`src/rtl/btn_event.sv`:
```
// Press classifier behind the button debouncer: emits short-press, long-press and
// auto-repeat strobes from one debounced button level.
module btn_event #(
   parameter int CLOCK_FREQ = 50_000_000,
   parameter int LONG_MS    = 1000,
   parameter int REPEAT_MS  = 200
) (
   input  logic clk,
   input  logic rst,
   input  logic btn_level,
   output logic press_tick,
   output logic long_tick,
   output logic repeat_tick,
   output logic held
);

   localparam int TICKS_PER_MS = CLOCK_FREQ / 1000;
   localparam int PW = (TICKS_PER_MS > 1) ? $clog2(TICKS_PER_MS) : 1;
   localparam logic [PW-1:0] PRESC_LAST  = PW'(TICKS_PER_MS - 1);
   localparam logic [15:0]   LONG_LAST   = 16'(LONG_MS - 1);
   localparam logic [15:0]   REPEAT_LAST = (REPEAT_MS == 0) ? 16'd0 : 16'(REPEAT_MS - 1);

   typedef enum logic [1:0] {IDLE, PRESSED, LONG} state_t;

   state_t        state, state_nx;
   logic [PW-1:0] prescaler, prescaler_nx;
   logic [15:0]   ms_cnt, ms_cnt_nx;
   logic          press_nx, long_nx, repeat_nx, held_nx;
   logic          ms_strobe;

   assign ms_strobe = (prescaler == PRESC_LAST);

   always_ff @(posedge clk) begin
      if (rst) begin
         state       <= IDLE;
         prescaler   <= '0;
         ms_cnt      <= '0;
         press_tick  <= 1'b0;
         long_tick   <= 1'b0;
         repeat_tick <= 1'b0;
         held        <= 1'b0;
      end else begin
         state       <= state_nx;
         prescaler   <= prescaler_nx;
         ms_cnt      <= ms_cnt_nx;
         press_tick  <= press_nx;
         long_tick   <= long_nx;
         repeat_tick <= repeat_nx;
         held        <= held_nx;
      end
   end

   // Release is tested first in every state so it wins over threshold and repeat.
   always_comb begin
      state_nx     = state;
      prescaler_nx = ms_strobe ? '0 : prescaler + 1'b1;
      ms_cnt_nx    = ms_cnt;
      press_nx     = 1'b0;
      long_nx      = 1'b0;
      repeat_nx    = 1'b0;
      held_nx      = 1'b0;
      case (state)
         IDLE: begin
            if (btn_level) begin
               state_nx     = PRESSED;
               prescaler_nx = '0;
               ms_cnt_nx    = '0;
            end
         end
         PRESSED: begin
            if (!btn_level) begin
               state_nx = IDLE;
               press_nx = 1'b1;
            end else if (ms_strobe) begin
               if (ms_cnt == LONG_LAST) begin
                  state_nx     = LONG;
                  long_nx      = 1'b1;
                  held_nx      = 1'b1;
                  prescaler_nx = '0;
                  ms_cnt_nx    = '0;
               end else begin
                  ms_cnt_nx = ms_cnt + 16'd1;
               end
            end
         end
         LONG: begin
            held_nx = 1'b1;
            if (!btn_level) begin
               state_nx = IDLE;
               held_nx  = 1'b0;
            end else if (REPEAT_MS != 0 && ms_strobe) begin
               if (ms_cnt == REPEAT_LAST) begin
                  repeat_nx = 1'b1;
                  ms_cnt_nx = '0;
               end else begin
                  ms_cnt_nx = ms_cnt + 16'd1;
               end
            end
         end
         default: state_nx = IDLE;
      endcase
   end

endmodule

```
`config.mk`:
```
export PLATFORM = sky130hd
export DESIGN_NAME = btn_event
export DESIGN_NICKNAME = d
export VERILOG_FILES = /design/src/rtl/btn_event.sv
export SDC_FILE = /design/constraint.sdc
export NUM_CORES = 1
export LEC_CHECK = 0
export CAP_MARGIN = 10
export CORE_MARGIN = 5
export CORE_UTILIZATION = 64
export CTS_CLUSTER_DIAMETER = 120
export DETAILED_ROUTE_END_ITERATION = 12
export GPL_ROUTABILITY_DRIVEN = 0
export GPL_TIMING_DRIVEN = 0
export HOLD_SLACK_MARGIN = 0.08
export PLACE_DENSITY_LB_ADDON = 0.25
export RECOVER_POWER = 25
export SLEW_MARGIN = 15
export SYNTH_ARGS = -nofsm -noshare
export SYNTH_HDL_FRONTEND = slang
export SYNTH_SLANG_ARGS = --single-unit
```
`constraint.sdc`:
```
create_clock -name clk -period 3.1 [get_ports clk]
set_clock_uncertainty 0.1 [all_clocks]
set_input_delay 0.93 -clock clk [delete_from_list [all_inputs] [get_ports clk]]
set_output_delay 0.93 -clock clk [all_outputs]
set_load 0.1 [all_outputs]
```
==> run summary, run 1 <==
• share of the clock period used by the worst path after layout: 93.4%
• hold path start: prescaler[0]$_SDFF_PP0_
• area of placed instances: 1980 sq um
• Clock Latency Late Sink: 0.37 ns
• Initial DRT Pass Iterations: 4
• clock-pin slew on the worst setup and hold paths: 0.12 ns
• worst-path cell chain: clkdlybuf4s50_1 > nor2b_1 > nor3_1 > clkbuf_1 > o21ai_1 > or3_1 > a21oi_1
• relative max-transition margin: 34.9%
• Post-CTS Setup Inserts: 0
• post-layout utilization of the core: 73.2%
• number of instances in the synthesized netlist: 214
• biggest cell delay along the critical path: 0.61 ns
• synthesized area per cell: 8.85 sq um
• CP endpoint kind: flip-flop
• CTS Root Buffer Type: clkbuf_4
• number of antenna violations at the first check in global routing: 0
• reported max-cap violation count: 0
• overflow left after global routing: 0
• largest delay contributor family on the critical path: buffers and inverters
• area occupied by multi-input gates: 1030 sq um
• Hold-fix buffers, CTS: 0
• Post-synth EDFFs: 0
• fill cell count: 188
• r2r worst-path depth: 6
• aggregate global-route resource usage: 21.2%
• power per unit of standard cell area: 494 nW/um^2
• flip-flop cell with the highest count after synthesis: dfxtp_1
• Yosys Warn Count: 0
• via count: 1,632
• cell taking the most area after synthesis: dfxtp_1
• Initial Util: 67.5%
• net switching component of the power: 0.000240 W
• cell at the slowest stage of the critical path: clkdlybuf4s50_1
• syn nets: 223
• signed area change from the synthesized netlist to the final layout: 8.53%
• worst path bufs/invs: 2
• combinational power share: 7.8%
• unrepaired setup endpoints after global routing: false
• Synth async-reset ratio: 0%
• transition time at the pin with the least slew margin: 0.973 ns
• worst endpoint data arrival time: 3.09 ns
• largest vdd supply drop: 0.530 mV
• Die Height: 64.4 um
• final number of hold-violating endpoints: 0
• first-pass GRT wire length: 6960 um
• layout cell share with drive strength beyond 1: 6.61%
• LEAKAGE: 0.721 nW
• DRC violation count after routing: 0
• minimum clock period: 2.89 ns
• number of storage elements in the synthesis netlist: 38
• final-stage net count: 235
• number of antenna repair diodes: 0
• post-route design area: 2050 sq um
• overall power consumption: 0.00102 W
• design internal power: 0.000775 W
• largest net degree at the start of global routing: 14
• number of sinks driven by the clock tree: 38
• reg-to-reg startpoint: ms_cnt[3]$_SDFFE_PP0P_
• detailed-route vias per instance: 6.33
• number of pins with negative max-slew slack in the final report: 0
• overall die area: 4150 sq um
• CTS Buffer Depth: 2
• Std-Cell Rows: 19
• Clock power frac: 42.6%
• dominant cells by area after synthesis: dfxtp_1 (40%), xor2_1 (6.9%), nor2_1 (6.1%)
• final hold slack: 0.392 ns
• number of violations reported at the end of detailed-routing iteration 0: 141
• type of the worst min-delay path: reg -> reg
• total area of sequential cells: 761 sq um
• placeable core region: 2810 sq um
• total of cells resized after clock tree synthesis: 0
• highest clock frequency the design can meet: 0.345 GHz
• cell area after synthesis: 1890 sq um
• type of element launching the critical path: input port
• maximum fanout along the worst path: 10
• number of buffers created by CTS: 5
• logic depth of the worst setup path including buffers: 7
• count of buffers from port buffering: 5
• number of antenna-violating nets in the routed design: 0
• width of the chip: 64.4 um
• sequential share of the synthesized area: 40.2%
• CTS tree: yes
• final number of setup-violating endpoints: 0
• detailed-route wire length per cell: 15.5 um
• top-level I/O count: 7
• area share of the largest cell type after synthesis: 40.2%
• net switching share of the total power: 23.7%
• run status: completed
• count of H-tree levels built during CTS: 2
• class of the most critical setup path: in -> reg
• distinct cell type count of the synthesized netlist: 43
• CP Data Required Time: 3.29 ns
• sequential share of power: 49.6%
• hold path depth: 1
• sum of negative setup slack: 0 ns
• placed wire-length estimate: 2880 um
• wirelength, routed: 3990 um
• critical path launch point: btn_level
• via count of the first global-routing pass: 1,560
[synth_stat cells (5+ instances only)]
library cell	count
dfxtp_1	38
nor2_1	31
xor2_1	15
nand2_1	13
nand3_1	10
inv_1	9
xnor2_1	9
a21oi_1	8
nand4_1	7
ha_1	6
nor3_1	6
o211ai_1	5
o21ai_0	5
[path summary, 6_finish.rpt]
check | to | slack [ns]
setup / recovery | ms_cnt[15]$_SDFFE_PP0P_ | 0.21
hold reg to reg | prescaler[0]$_SDFF_PP0_ | 0.39
hold / removal | prescaler[0]$_SDFF_PP0_ | 0.39
setup reg to reg | ms_cnt[12]$_SDFFE_PP0P_ | 0.54
[state kept, by name, indices dropped and copies added, names as in the netlist]
register	cells
press_tick	1
prescaler	16
repeat_tick	1
held	1
state	2
ms_cnt	16
long_tick	1
[power by group through the flow]
stage	Sequential, W	Clock [W]	Combinational [W]
3_5_place_dp	0.000515	0	0.0000777
5_1_grt	0.000506	0.000459	0.0000895
6_report	0.000504	0.000432	0.0000787
4_1_cts	0.000504	0.000433	0.0000781
2_1_floorplan	0.000517	0	0.0000559
3_3_place_gp	0.000514	0	0.0000747
[worst reg2reg max path: cells and delay by family, from the launching register on]
family / cells / cell delay [ns]
buf+inv: 1 / 0.19
simple gates: 3 / 1.29
compound gates: 2 / 0.47
flops: 1 / 0.41
[cell families (layout without fill, tap and decap cells)]
group / count (synthesis) / after routing / synth area share, %
buffers and inverters: 14 / 27 / 3.44
adder cells (fa/ha/maj): 6 / 6 / 3.97
multiplexers: 1 / 1 / 0.529
flip-flops: 38 / 38 / 40.2
AND/OR/NAND/NOR: 99 / 99 / 29.4
AO/OA/AOI/OAI: 32 / 32 / 11.4
XOR/XNOR: 24 / 24 / 11.1
[stage by stage]
step / std cells / worst slack (ns)
after detailed placement: 250 / -0.146
after floorplan: 214 / 0.854
after CTS: 258 / 0.230
after global placement: 250 / -0.0305
final: 258 / 0.205
after global routing: 258 / 0.0530
[per-layer routing]
metal  track usage, %  vias to the layer above  routed length [um]  part of all wire [%]
met1             24.2                      782                1670                    42
met4             9.23                        0                  66                   1.7
li1                 -                      789                   -                     -
met3             5.78                       10                 236                   5.9
met2             37.0                       51                2020                    51
met5                0                        -                   0                     0
[cell type report]
| class | count | share of cell area [%] |
|---|---|---|
| tap | 31 | 1.89 |
| clock inverter | 3 | 3.35 |
| multi-input combinational | 162 | 50.3 |
| inverter | 9 | 1.64 |
| sequential | 38 | 37.0 |
| timing repair buffer | 5 | 2.44 |
| buffer | 5 | 1.52 |
| clock buffer | 5 | 1.83 |
[cell usage in the layout (no fill, tap or decap), types with 2 or more instances in the layout]
| cell | instances |
|---|---|
| nand3_1 | 10 |
| bufinv_16 | 2 |
| a21oi_1 | 8 |
| a21o_1 | 2 |
| and3_1 | 4 |
| nor4bb_1 | 3 |
| dfxtp_1 | 38 |
| nand4_1 | 7 |
| o211ai_1 | 5 |
| o21ai_1 | 2 |
| xnor2_1 | 9 |
| o2111ai_1 | 2 |
| or4_1 | 2 |
| nor3_1 | 6 |
| and4b_1 | 2 |
| nor2b_1 | 2 |
| nor4_1 | 6 |
| or3_1 | 4 |
| clkbuf_4 | 6 |
| nand2_1 | 13 |
| and4_1 | 4 |
| clkdlybuf4s50_1 | 5 |
| ha_1 | 6 |
| and2_1 | 2 |
| inv_1 | 9 |
| nor2_1 | 31 |
| clkbuf_1 | 2 |
| xor2_1 | 15 |
| o21ai_0 | 5 |
Note: power is estimated with default switching activity, not from simulation.
==> run 2: changes to the inputs <==
GPL_TIMING_DRIVEN = 1   (was 0)
==> run 2 against run 1 <==
Against the previous run: highest routed layer unchanged; setup slack better by 0.30 ns; final cell count did not move; non-clock buffer count unchanged; critical endpoint is now held; largest power group unchanged; worst hold slack worse by 0.022 ns.
==> run summary, run 2 (synthesized netlist as in run 1, its figures left out) <==
• detailed-route wire length per cell: 14.7 um
• cell at the slowest stage of the critical path: clkbuf_1
• transition time at the pin with the least slew margin: 1.18 ns
• number of sinks driven by the clock tree: 38
• DRC violation count after routing: 0
• count of buffers from port buffering: 6
• final number of setup-violating endpoints: 0
• via count of the first global-routing pass: 1,542
• reg-to-reg startpoint: ms_cnt[3]$_SDFFE_PP0P_
• number of antenna violations at the first check in global routing: 0
• r2r worst-path depth: 5
• final number of hold-violating endpoints: 0
• wirelength, routed: 3800 um
• LEAKAGE: 0.694 nW
• Initial Util: 67.5%
• largest vdd supply drop: 0.420 mV
• reported max-cap violation count: 0
• layout cell share with drive strength beyond 1: 7.49%
• count of H-tree levels built during CTS: 2
• CTS Root Buffer Type: clkbuf_4
• overflow left after global routing: 0
• signed area change from the synthesized netlist to the final layout: 5.62%
• net switching share of the total power: 26.6%
• type of the worst min-delay path: reg -> reg
• worst reg2reg endpoint: state[1]$_SDFFE_PP0P_
• number of antenna-violating nets in the routed design: 0
• sum of negative setup slack: 0 ns
• endpoint with the worst hold slack: prescaler[0]$_SDFF_PP0_
• largest net degree at the start of global routing: 17
• share of the clock period used by the worst path after layout: 83.8%
• number of violations reported at the end of detailed-routing iteration 0: 106
• biggest cell delay along the critical path: 0.87 ns
• power per unit of standard cell area: 432 nW/um^2
• final-stage net count: 235
• maximum fanout along the worst path: 1
• sequential share of power: 58.3%
• class of the most critical setup path: reg -> out
• type of element launching the critical path: flip-flop
• number of buffers created by CTS: 5
• number of pins with negative max-slew slack in the final report: 0
• fin cells: 258
• via count: 1,566
• post-layout utilization of the core: 71.3%
• register-to-register path setup slack: 0.77 ns
• minimum clock period: 2.60 ns
• biggest registers after layout: ms_cnt (16), prescaler (16), state (2)
• highest clock frequency the design can meet: 0.385 GHz
• width of the chip: 64.4 um
• area of placed instances: 1980 sq um
• first-pass GRT wire length: 6700 um
• run status: completed
• commonest non-fill, non-tap cell in the layout: dfxtp_1
• placed wire-length estimate: 2760 um
• worst-path cell chain: clkbuf_1
• relative max-transition margin: 21.7%
• CP Data Required Time: 2.07 ns
• Std-Cell Rows: 19
• placeable core region: 2810 sq um
• Post-CTS Setup Inserts: 0
• worst endpoint data arrival time: 1.57 ns
• hold path depth: 1
• net switching component of the power: 0.000230 W
• overall die area: 4150 sq um
• largest delay contributor family on the critical path: buffers and inverters
• clock-pin slew on the worst setup and hold paths: 0.13 ns
• Die Height: 64.4 um
• total of cells resized after clock tree synthesis: 0
• combinational power share: 9.3%
• highest-count cells in the layout ignoring fill and taps: dfxtp_1 (38), nor2_1 (31), xor2_1 (15), nand2_1 (13), nand3_1 (10)
• Clock power frac: 32.4%
• aggregate global-route resource usage: 20.4%
• design internal power: 0.000634 W
• hold path start: prescaler[0]$_SDFF_PP0_
• CTS Buffer Depth: 2
• number of placed instances, taps included: 250
• number of antenna repair diodes: 0
• CTS tree: yes
• Clock Latency Late Sink: 0.36 ns
• worst path bufs/invs: 1
• CP endpoint kind: output port
• Initial DRT Pass Iterations: 4
• top-level I/O count: 7
• Hold-fix buffers, CTS: 0
• detailed-route vias per instance: 6.07
• unrepaired setup endpoints after global routing: false
• post-route design area: 2000 sq um
## run 2: changes by cell type in the layout (fill, tap and decap cells not counted), moves of 2 or more
cell / previous run / this run
buf_4: 0 / 4
bufinv_16: 2 / 0
clkbuf_1: 2 / 4
clkdlybuf4s50_1: 5 / 1
## run 2: worst max path at each step
stage,depth (start not counted),from,end,slack (ns)
2_1_floorplan,6,btn_level,ms_cnt[9]$_SDFFE_PP0P_,0.85
3_3_place_gp,6,btn_level,ms_cnt[15]$_SDFFE_PP0P_,0.27
3_5_place_dp,6,btn_level,ms_cnt[15]$_SDFFE_PP0P_,0.19
4_1_cts,6,btn_level,ms_cnt[15]$_SDFFE_PP0P_,0.58
5_1_grt,6,btn_level,ms_cnt[15]$_SDFFE_PP0P_,0.37
6_report,1,held$_SDFF_PP0_,held,0.50
## run 2: per-stage QoR
step / total power [W] / hold slack (ns) / setup slack [ns]
floorplan: 0.000573 / 0.326 / 0.854
global placement: 0.000591 / 0.338 / 0.271
detailed placement: 0.000595 / 0.344 / 0.192
CTS: 0.000873 / 0.369 / 0.578
global route: 0.000908 / 0.392 / 0.369
finish: 0.000864 / 0.370 / 0.501
## run 2: cell type report
type / instances / area, sq um
Timing Repair Buffer: 10 / 65.1
Clock buffer: 6 / 51.3
Inverter: 9 / 33.8
Fill cell: 232 / 806
Tap cell: 31 / 38.8
Sequential cell: 38 / 761
Clock inverter: 2 / 12.5
Multi-Input combinational cell: 162 / 1040
## run 2: worst register-to-register path, delay by kind of cell (launching register included)
family,cells,cell delay (ns)
compound gates,2,0.31
simple gates,3,1.41
flops,1,0.41
## run 2: routing by layer
layer  track usage [%]  part of all wire (%)  up-vias  routed length (um)
li1                  -                     -      786                   -
met1              23.0                    44      709                1660
met2              34.8                    48       55                1830
met3              6.48                   5.4       16                 204
met4              9.76                   2.7        0                 104
met5                 0                     0        -                   0
## run 2: power by group through the flow
stage / clock network [W] / logic [W] / registers, W
floorplan: 0 / 0.0000559 / 0.000517
global placement: 0 / 0.0000771 / 0.000514
detailed placement: 0 / 0.0000802 / 0.000515
CTS: 0.000289 / 0.0000807 / 0.000504
global route: 0.000313 / 0.0000890 / 0.000506
finish: 0.000280 / 0.0000804 / 0.000504
==> run 3: changes to the inputs <==
CORE_UTILIZATION = 54   (was 64)
clock period = 2.3 ns   (was 3.1 ns; I/O delays follow)
==> run 3 against run 2 <==
Against the previous run: first-iteration DRC count increased by 18%; worst hold slack better by 0.0048 ns; critical endpoint is now ms_cnt[15]$_SDFFE_PP0P_; via count grew 3.8%; combinational power increased by 43%; non-clock buffer count rose by 5; largest cell class unchanged.
==> run summary, run 3 (synthesized netlist as in run 1, its figures left out) <==
• run status: completed
• area of placed instances: 2040 sq um
• top layer used by detailed routing: met4
• top-level I/O count: 7
• Post-CTS Setup Inserts: 0
• fin cells: 277
• number of antenna repair diodes: 0
• biggest registers after layout: ms_cnt (16), prescaler (16), state (2)
• Top cell by count, worst path: and4_1
• Std-Cell Rows: 21
• hold path start: prescaler[0]$_SDFF_PP0_
• CTS tree: yes
• minimum clock period: 2.18 ns
• signed area change from the synthesized netlist to the final layout: 11.6%
• highest-count cells in the layout ignoring fill and taps: dfxtp_1 (38), nor2_1 (31), xor2_1 (15), nand2_1 (13), nand3_1 (10)
• CP endpoint kind: flip-flop
• number of antenna-violating nets in the routed design: 0
• cell at the slowest stage of the critical path: clkdlybuf4s50_1
• final-stage net count: 240
• final number of setup-violating endpoints: 0
• CTS Root Buffer Type: clkbuf_4
• Initial DRT Pass Iterations: 4
• number of placed instances, taps included: 270
• overflow left after global routing: 0
• class of the most critical setup path: in -> reg
• aggregate global-route resource usage: 18.0%
• number of violations reported at the end of detailed-routing iteration 0: 125
• via count of the first global-routing pass: 1,692
• placed wire-length estimate: 3000 um
• register-to-register path setup slack: 0.20 ns
• total of cells resized after clock tree synthesis: 0
• number of pins with negative max-slew slack in the final report: 0
• biggest cell delay along the critical path: 0.51 ns
• transition time at the pin with the least slew margin: 0.661 ns
• via count: 1,625
• CTS Buffer Depth: 2
• highest clock frequency the design can meet: 0.459 GHz
• Hold-fix buffers, CTS: 0
• worst reg2reg endpoint: ms_cnt[0]$_SDFFE_PP0P_
• post-route met1 wirelength: 1660 um
• DRC violation count after routing: 0
• worst-path cell chain: clkdlybuf4s50_1 > and4_1 > and4_1 > o21ai_1 > or3_1 > a21oi_1
• count of H-tree levels built during CTS: 2
• type of element launching the critical path: input port
• share of the clock period used by the worst path after layout: 94.8%
• count of buffers from port buffering: 6
• number of sinks driven by the clock tree: 38
• post-layout utilization of the core: 62.8%
• maximum fanout along the worst path: 7
• Clock Latency Late Sink: 0.34 ns
• r2r worst-path depth: 6
• relative max-transition margin: 55.5%
• worst endpoint data arrival time: 2.34 ns
• post-route design area: 2110 sq um
• met2 routed WL: 2060 um
• first-pass GRT wire length: 7170 um
• largest net degree at the start of global routing: 17
• commonest non-fill, non-tap cell in the layout: dfxtp_1
• placeable core region: 3360 sq um
• hold path depth: 1
• final number of hold-violating endpoints: 0
• largest vdd supply drop: 0.403 mV
• number of buffers created by CTS: 5
• Die Height: 69.2 um
• LEAKAGE: 0.745 nW
• clock-pin slew on the worst setup and hold paths: 0.11 ns
• detailed-route wire length per cell: 14.1 um
• type of the worst min-delay path: reg -> reg
• reg-to-reg startpoint: ms_cnt[4]$_SDFFE_PP0P_
• overall die area: 4790 sq um
• wirelength, routed: 3920 um
• unrepaired setup endpoints after global routing: false
• Initial Util: 56.3%
• layout cell share with drive strength beyond 1: 12.1%
• reported max-cap violation count: 0
• power per unit of standard cell area: 591 nW/um^2
• number of antenna violations at the first check in global routing: 0
• CP Data Required Time: 2.46 ns
• Met3 Routed Length: 137 um
• endpoint with the worst hold slack: prescaler[0]$_SDFF_PP0_
• detailed-route vias per instance: 5.87
• width of the chip: 69.2 um
-- run 3: cell types whose count changed in the layout (fill, tap and decap cells not counted), moves of 2 or more --
cell,delta
buf_4,+5
clkbuf_1,-4
clkbuf_2,+4
nor4_1,-2
nor4_4,+2
-- run 3: per-layer routing --
| metal | track usage, % | vias up |
|---|---|---|
| li1 | - | 799 |
| met3 | 5.36 | 7 |
| met4 | 9.54 | 0 |
| met1 | 19.6 | 780 |
| met2 | 31.0 | 39 |
| met5 | 0 | - |
-- run 3: stage by stage --
step           TNS, ns  total power [W]  setup slack, ns  hold WS, ns
4_1_cts              0          0.00126           0.0142        0.383
3_5_place_dp     -3.42         0.000807           -0.335        0.357
2_1_floorplan        0         0.000773            0.276        0.326
5_1_grt              0          0.00131           0.0261        0.424
3_3_place_gp     -2.42         0.000803           -0.193        0.338
6_report             0          0.00125            0.120        0.375
-- run 3: area by class of cell --
type                            instances  area, sq um
Tap cell                               46         57.6
Timing Repair Buffer                   15          108
Fill cell                             302         1250
Sequential cell                        38          761
Clock inverter                          1         30.0
Clock buffer                            6         51.3
Multi-Input combinational cell        162         1070
Inverter                                9         33.8
-- run 3: how the worst max path moves through the flow --
stage | startpoint | to | slack [ns]
final | btn_level | ms_cnt[15]$_SDFFE_PP0P_ | 0.12
after global routing | btn_level | ms_cnt[15]$_SDFFE_PP0P_ | 0.03
after CTS | btn_level | ms_cnt[15]$_SDFFE_PP0P_ | 0.01
after detailed placement | btn_level | ms_cnt[15]$_SDFFE_PP0P_ | -0.34
after global placement | btn_level | ms_cnt[15]$_SDFFE_PP0P_ | -0.19
after floorplan | state[0]$_SDFFE_PP0P_ | ms_cnt[9]$_SDFFE_PP0P_ | 0.28
-- run 3: worst max-delay path, delay by kind of cell --
| kind | cells | cell delay [ns] |
|---|---|---|
| AOI/OAI and AO/OA | 2 | 0.32 |
| and+or+nand+nor | 3 | 0.82 |
| buffers and inverters | 1 | 0.51 |
-- run 3: power by group --
part           leakage, nW  switching [W]  internal, W  total [W]
logic                0.394      0.0000716    0.0000437   0.000115
registers            0.307     0.00000942     0.000669   0.000678
clock network       0.0443       0.000203     0.000253   0.000456
